`src/rtl/uart_pkg.sv`:
```
// Shared definitions for the UART transmit and receive paths: state
// encoding, oversampling ratio and the bit-timer width and reload value.
package uart_pkg;

    // Clocks per bit for each unit of prescale.
    localparam int OVERSAMPLE = 8;

    // 65535 * 8 fits in 19 bits, so the bit timer never overflows.
    localparam int BIT_TIMER_W = 19;

    typedef enum logic [2:0] {
        ST_IDLE   = 3'd0,
        ST_START  = 3'd1,
        ST_DATA   = 3'd2,
        ST_PARITY = 3'd3,
        ST_STOP   = 3'd4
    } tx_state_t;

    // Reload value for the bit timer: max(prescale,1) * OVERSAMPLE - 1.
    function automatic logic [BIT_TIMER_W-1:0] bit_period_m1(input logic [15:0] prescale);
        logic [BIT_TIMER_W-1:0] ps;
        ps = (prescale == 16'd0) ? BIT_TIMER_W'(1) : BIT_TIMER_W'(prescale);
        return ps * BIT_TIMER_W'(OVERSAMPLE) - BIT_TIMER_W'(1);
    endfunction

endpackage

```
`src/rtl/uart_tx_if.sv`:
```
// Byte stream into the transmitter.
// Handshake: a byte transfers on a rising clock edge where tvalid and tready
// are both high; the master holds tdata stable while tvalid is high and not
// yet accepted, and tready never depends combinationally on tvalid.
interface uart_tx_if #(
    parameter int DATA_WIDTH = 8
);
    logic [DATA_WIDTH-1:0] tdata;
    logic                  tvalid;
    logic                  tready;

    modport master (output tdata, output tvalid, input  tready);
    modport slave  (input  tdata, input  tvalid, output tready);
endinterface

```
`src/rtl/uart_baud_timer.sv`:
```
// Loadable bit-period down-counter. done is high while the count is zero;
// the owner reloads it on the edge where the current bit ends.
module uart_baud_timer
    import uart_pkg::*;
(
    input  logic                   clk,
    input  logic                   rstn,
    input  logic                   load,
    input  logic [BIT_TIMER_W-1:0] period,
    output logic                   done
);

    logic [BIT_TIMER_W-1:0] count_q;
    logic [BIT_TIMER_W-1:0] count_d;

    // Next count: reload wins, otherwise count down and rest at zero.
    always_comb begin
        count_d = count_q;
        if (load) begin
            count_d = period;
        end else if (count_q != '0) begin
            count_d = count_q - BIT_TIMER_W'(1);
        end
    end

    // Counter register.
    always_ff @(posedge clk or negedge rstn) begin
        if (!rstn) begin
            count_q <= '0;
        end else begin
            count_q <= count_d;
        end
    end

    assign done = (count_q == '0);

endmodule

```
`src/rtl/uart_tx.sv`:
```
// UART transmitter: start bit, DATA_WIDTH data bits LSB first, optional
// parity, one or two stop bits. Frame settings are captured at the
// handshake so the inputs may change while a frame is on the wire.
module uart_tx
    import uart_pkg::*;
#(
    parameter int DATA_WIDTH = 8
) (
    input  logic      clk,
    input  logic      rstn,
    uart_tx_if.slave  s_axis,
    input  logic [15:0] prescale,
    input  logic      parity_en,
    input  logic      parity_odd,
    input  logic      two_stop,
    output logic      txd,
    output logic      busy,
    output tx_state_t state_o
);

    localparam int BCW = (DATA_WIDTH > 1) ? $clog2(DATA_WIDTH) : 1;

    tx_state_t              state_q, state_d;
    logic [DATA_WIDTH-1:0]  shift_q, shift_d;
    logic [BCW-1:0]         bit_cnt_q, bit_cnt_d;
    logic                   stop_cnt_q, stop_cnt_d;
    logic [BIT_TIMER_W-1:0] period_q, period_d;
    logic                   par_en_q, par_en_d;
    logic                   par_bit_q, par_bit_d;
    logic                   two_stop_q, two_stop_d;
    logic                   txd_q, txd_d;
    logic                   busy_q, busy_d;
    logic                   tready_q, tready_d;

    logic                   timer_load;
    logic [BIT_TIMER_W-1:0] timer_period;
    logic                   bit_done;

    // In IDLE the timer is loaded straight from the live prescale input on the
    // handshake edge; afterwards it reloads from the captured frame period.
    assign timer_period = (state_q == ST_IDLE) ? bit_period_m1(prescale) : period_q;

    uart_baud_timer u_timer (
        .clk    (clk),
        .rstn   (rstn),
        .load   (timer_load),
        .period (timer_period),
        .done   (bit_done)
    );

    // Next-state and registered-output logic for the frame sequencer.
    always_comb begin
        state_d    = state_q;
        shift_d    = shift_q;
        bit_cnt_d  = bit_cnt_q;
        stop_cnt_d = stop_cnt_q;
        period_d   = period_q;
        par_en_d   = par_en_q;
        par_bit_d  = par_bit_q;
        two_stop_d = two_stop_q;
        txd_d      = txd_q;
        busy_d     = busy_q;
        tready_d   = tready_q;
        timer_load = 1'b0;

        case (state_q)
            ST_IDLE: begin
                txd_d    = 1'b1;
                busy_d   = 1'b0;
                tready_d = 1'b1;
                if (s_axis.tvalid && tready_q) begin
                    shift_d    = s_axis.tdata;
                    period_d   = bit_period_m1(prescale);
                    par_en_d   = parity_en;
                    par_bit_d  = (^s_axis.tdata) ^ parity_odd;
                    two_stop_d = two_stop;
                    state_d    = ST_START;
                    txd_d      = 1'b0;
                    busy_d     = 1'b1;
                    tready_d   = 1'b0;
                    timer_load = 1'b1;
                end
            end
            ST_START: begin
                if (bit_done) begin
                    state_d    = ST_DATA;
                    txd_d      = shift_q[0];
                    shift_d    = shift_q >> 1;
                    bit_cnt_d  = '0;
                    timer_load = 1'b1;
                end
            end
            ST_DATA: begin
                if (bit_done) begin
                    timer_load = 1'b1;
                    if (bit_cnt_q == BCW'(DATA_WIDTH - 1)) begin
                        if (par_en_q) begin
                            state_d = ST_PARITY;
                            txd_d   = par_bit_q;
                        end else begin
                            state_d    = ST_STOP;
                            txd_d      = 1'b1;
                            stop_cnt_d = 1'b0;
                        end
                    end else begin
                        bit_cnt_d = bit_cnt_q + BCW'(1);
                        txd_d     = shift_q[0];
                        shift_d   = shift_q >> 1;
                    end
                end
            end
            ST_PARITY: begin
                if (bit_done) begin
                    state_d    = ST_STOP;
                    txd_d      = 1'b1;
                    stop_cnt_d = 1'b0;
                    timer_load = 1'b1;
                end
            end
            ST_STOP: begin
                if (bit_done) begin
                    if (two_stop_q && !stop_cnt_q) begin
                        stop_cnt_d = 1'b1;
                        timer_load = 1'b1;
                    end else begin
                        state_d  = ST_IDLE;
                        txd_d    = 1'b1;
                        busy_d   = 1'b0;
                        tready_d = 1'b1;
                    end
                end
            end
            default: begin
                state_d  = ST_IDLE;
                txd_d    = 1'b1;
                busy_d   = 1'b0;
                tready_d = 1'b0;
            end
        endcase
    end

    // State register; reset parks the line high and withholds tready.
    always_ff @(posedge clk or negedge rstn) begin
        if (!rstn) begin
            state_q  <= ST_IDLE;
            txd_q    <= 1'b1;
            busy_q   <= 1'b0;
            tready_q <= 1'b0;
        end else begin
            state_q  <= state_d;
            txd_q    <= txd_d;
            busy_q   <= busy_d;
            tready_q <= tready_d;
        end
    end

    // Frame datapath registers: shift register, counters and captured settings.
    always_ff @(posedge clk or negedge rstn) begin
        if (!rstn) begin
            shift_q    <= '0;
            bit_cnt_q  <= '0;
            stop_cnt_q <= 1'b0;
            period_q   <= '0;
            par_en_q   <= 1'b0;
            par_bit_q  <= 1'b0;
            two_stop_q <= 1'b0;
        end else begin
            shift_q    <= shift_d;
            bit_cnt_q  <= bit_cnt_d;
            stop_cnt_q <= stop_cnt_d;
            period_q   <= period_d;
            par_en_q   <= par_en_d;
            par_bit_q  <= par_bit_d;
            two_stop_q <= two_stop_d;
        end
    end

    assign s_axis.tready = tready_q;
    assign txd           = txd_q;
    assign busy          = busy_q;
    assign state_o       = state_q;

endmodule
```
`src/flat_wrapper.sv`:
```
// flat-port wrapper written by rule: the top's interface ports become plain ports
module uart_tx_flat import uart_pkg::*;
#(
    parameter int DATA_WIDTH = 8
)
  (clk, rstn, prescale, parity_en, parity_odd, two_stop, txd, busy, state_o, s_axis_tdata, s_axis_tvalid, s_axis_tready);
  uart_tx_if #(.DATA_WIDTH(DATA_WIDTH)) s_axis_i ();
  input  logic clk;
  input  logic rstn;
  input  logic [15:0] prescale;
  input  logic parity_en;
  input  logic parity_odd;
  input  logic two_stop;
  output logic txd;
  output logic busy;
  output tx_state_t state_o;
  input wire logic [$bits(s_axis_i.tdata)-1:0] s_axis_tdata;
  input wire logic [$bits(s_axis_i.tvalid)-1:0] s_axis_tvalid;
  output wire logic [$bits(s_axis_i.tready)-1:0] s_axis_tready;
  assign s_axis_i.tdata = s_axis_tdata;
  assign s_axis_i.tvalid = s_axis_tvalid;
  assign s_axis_tready = s_axis_i.tready;
  uart_tx #(.DATA_WIDTH(DATA_WIDTH)) u_core (.clk(clk), .rstn(rstn), .s_axis(s_axis_i), .prescale(prescale), .parity_en(parity_en), .parity_odd(parity_odd), .two_stop(two_stop), .txd(txd), .busy(busy), .state_o(state_o));
endmodule
```
`config.mk`:
```
export PLATFORM = sky130hd
export DESIGN_NAME = uart_tx_flat
export DESIGN_NICKNAME = d
export VERILOG_FILES = /design/src/rtl/uart_pkg.sv /design/src/rtl/uart_tx_if.sv /design/src/rtl/uart_baud_timer.sv /design/src/rtl/uart_tx.sv /design/src/flat_wrapper.sv
export SDC_FILE = /design/constraint.sdc
export NUM_CORES = 1
export LEC_CHECK = 0
export BUFFER_PORTS_ARGS = -buffer_cell sky130_fd_sc_hd__buf_2
export CAP_MARGIN = 20
export CORE_UTILIZATION = 35
export CTS_BUF_LIST = sky130_fd_sc_hd__clkbuf_2
export DETAILED_ROUTE_END_ITERATION = 16
export PLACE_DENSITY = 0.6
export SYNTH_ARGS = -nofsm -noshare
export SYNTH_HDL_FRONTEND = slang
export SYNTH_SLANG_ARGS = --single-unit
```
`constraint.sdc`:
```
create_clock -name clk -period 6 [get_ports clk]
set_input_delay 0.6 -clock clk [delete_from_list [all_inputs] [get_ports clk]]
set_output_delay 0.6 -clock clk [all_outputs]
set_load 0.02 [all_outputs]
```
==> results.ini <==
[run_status]
status = finished, final reports clean

[drt]
drt_iter0_markers = 198
firstDrtPassIters = 4
wirelength_mm = 8.18
post_drt_wl_per_cell_microns = 15.4
vias = 2834
routed_via_density = 5.34
postRouteAntennaNets = 0
drc_errors = 0

[power]
swShare_pct = 38.6
pwr-share-clk_pct = 18.9
p_sw_mw = 0.580
p_comb_share_pct = 35.7
p_per_area_mw_per_mm2 = 390
seqPwrFrac_pct = 45.3
p_total_mw = 1.50
p_leak_nw = 1.60
p_int_mw = 0.921
vdd_drop_max_v = 0.000156

[clocking]
cts.clk_slew.worst_paths_ns = 0.15
postCtsSetupBuffers = 0
root_buffer = clkbuf_2
numCtsBuffers = 9
cts_tree = built
cts_resized = 0
clk-insertion-delay-late_ns = 0.49
cts_buffer_depth = 2
htreeDepth = 3
ctsHoldBuffers = 0
cts.sinks = 57

[grt]
grt_overflow_total = 0
grt_use_met1_pct = 24.7
grtUsageMet2_pct = 27.9
antenna_found_initial = 1
grt_pass1_vias = 2775
grt_max_degree = 58
grtUsageTotal_pct = 17.9
use_met3_pct = 3.47
busiest_layer = met2
grt_pass1_wl_mm = 13.9

[synthesis]
avgSynthCellArea_sq_um = 9.47
syn_inst = 359
synth-edff-count = 0
yosysSeqAreaShare_pct = 42.0
synth_cell_type_count = 60
synth_fp_nets = 393
yosys_warnings = 0
syn-cell-area_sq_mm = 0.00340
ys_async_sr_fraction_pct = 100
ys.flop_type = dfrtp_1
synth-seq-cells = 57

[cells_and_area]
multiInputGateArea_sq_mm = 0.00189
fillers = 941
regArea_sq_mm = 0.00143
nNetsFinal = 430
area_growth_pct = 13.2
drive_gt1_share_pct = 21.4

[timing]
period_share_pct = 44.4
maxSlewHeadroom_pct = 40.4
max_slew.worst_pin.slew_ns = 0.889
period_needed_ns = 2.66
hold_viol = 0
finalSetupViolCount = 0
finalClockSkew_ns = 0.0263
rsz0062_at_grt = no
max_freq_ghz = 0.376
drv_slew = 0
tns_ns = 0

[die]
die_h_microns = 101
core-area_sq_mm = 0.00933
io_pins = 36
rows = 35
initial_core_util_pct = 36.4
dieArea_sq_mm = 0.0101
dieWidth_microns = 101

[worst_setup_path]
path_class = flop to flop
path_cells = inv_1 > ha_1 > nor2b_1 > and4_1 > a31oi_1 > buf_4 > nor3_1 > a21oi_1
slowest_stage = dfrtp_1
arrival_ns = 3.01
cp.required_ns = 6.35
slowest_delay_ns = 0.44
worstPathBufferInverterCount = 2
crit_path_end_kind = flop
start_kind = flop
crit_fanout = 12
critPathTopFamily = simple AND/OR/NAND/NOR gates

[job]
cap_violations = 0

[placed_design]
dp_hpwl_mm = 5.76
gp_congestion = 0.869
io_buffer_count = 35

[hold_path]
hp-class = input pin to async pin

flip-flops by register name, indices dropped and copies added, names as in the netlist, 3 cells and up:
register	count
u_core.bit_cnt_q	3
u_core.period_q	17
u_core.shift_q	8
u_core.state_o	3
u_core.u_timer.count_q	19
per-stage QoR:
stage	setup WS (ns)	util, %	hold slack, ns	cell area (sq um)	cells
CTS	3.32	41.2	0.222	3840	530
global placement	3.12	39.8	0.456	3710	514
floorplan	3.52	-	0.304	3400	359
finish	3.34	41.2	0.231	3850	531
global route	3.07	41.2	0.276	3850	531
detailed placement	3.08	39.8	0.460	3710	514
cells in the final DEF (no fill, tap or decap), drive strengths merged, types with 2 or more instances in the layout:
master	count
clkinv	2
buf	40
nand4b	2
and3	5
nor3	17
o32ai	2
or3	7
inv	5
nand2b	13
o31ai	3
o21ai	28
clkbuf	12
or4	2
dfrtp	56
nor4	9
xnor2	18
o22ai	6
ha	4
mux2i	5
a21o	6
or2	2
a21oi	18
a211oi	4
nand4	4
bufinv	2
nand2	43
nor3b	3
o221a	7
nor2b	3
mux2	3
nor2	25
a211o	6
xor2	11
nand3	12
a22o	3
cells in the mapped netlist (11+ instances only):
master	n	area, sq um
dfrtp_1	56	1400
nand2_1	43	161
o21ai_0	26	130
nor2_1	24	90.1
xnor2_1	18	158
nor3_1	17	85.1
a21oi_1	16	80.1
nand2b_1	13	81.3
clkbuf_1	11	41.3
nand3_1	11	55.1
xor2_1	11	96.3
worst paths after layout:
kind / startpoint / end / slack [ns] / cells after the start
worst max-delay path: u_core.u_timer.count_q[0] / u_core.u_timer.count_q[1] / 3.34 / 8
worst min-delay path: rstn / u_core.period_q[8] / 0.23 / 2
worst max register to register: u_core.u_timer.count_q[0] / u_core.u_timer.count_q[1] / 3.34 / 8
worst min register to register: u_core.period_q[2] / u_core.period_q[2] / 0.48 / 1
max in group asynchronous: rstn / u_core.state_o[2] / 5.25 / 2
min in group clk: two_stop / u_core.two_stop_q / 0.29 / 3
power by group through the flow:
stage	logic, mW	clock network [mW]	registers (mW)
floorplan	0.405	0	0.664
global placement	0.525	0	0.684
detailed placement	0.534	0	0.687
CTS	0.539	0.291	0.678
global route	0.604	0.308	0.705
finish	0.536	0.284	0.680
worst reg2reg max path: cells and delay by family, from the launching register on:
family | cells | cell delay (ns)
AO/OA/AOI/OAI | 2 | 0.41
adder cells (fa/ha/maj) | 1 | 0.22
buffers and inverters | 2 | 0.41
flip-flops | 1 | 0.44
AND/OR/NAND/NOR | 3 | 1.08
layout make-up:
class                   instances  area share (%)
diodes                          1          0.0651
clock buffers                  12            1.56
multi-input cells             283            49.3
clock inverters                 4            1.79
inverters                       5           0.488
repair buffers                 40            5.53
well taps                     129            4.20
flip-flops and latches         57            37.1
cells by family (layout without fill, tap and decap cells):
kind of cell,Yosys count,after routing,synth area share [%]
DFF,57,57,42.0
adders and majority gates,4,4,1.47
and+or+nand+nor,150,150,25.5
AOI/OAI and AO/OA,92,92,18.7
xor gates and xnor gates,29,29,7.47
other,0,1,0
muxes,8,8,2.47
buffers and inverters,19,61,2.39
per-layer routing:
metal / wire length, microns / vias up
met5: 0 / -
met4: 96 / 0
met3: 246 / 8
met2: 3700 / 41
met1: 4140 / 1397
li1: - / 1388
Note: power is estimated with default switching activity, not from simulation.
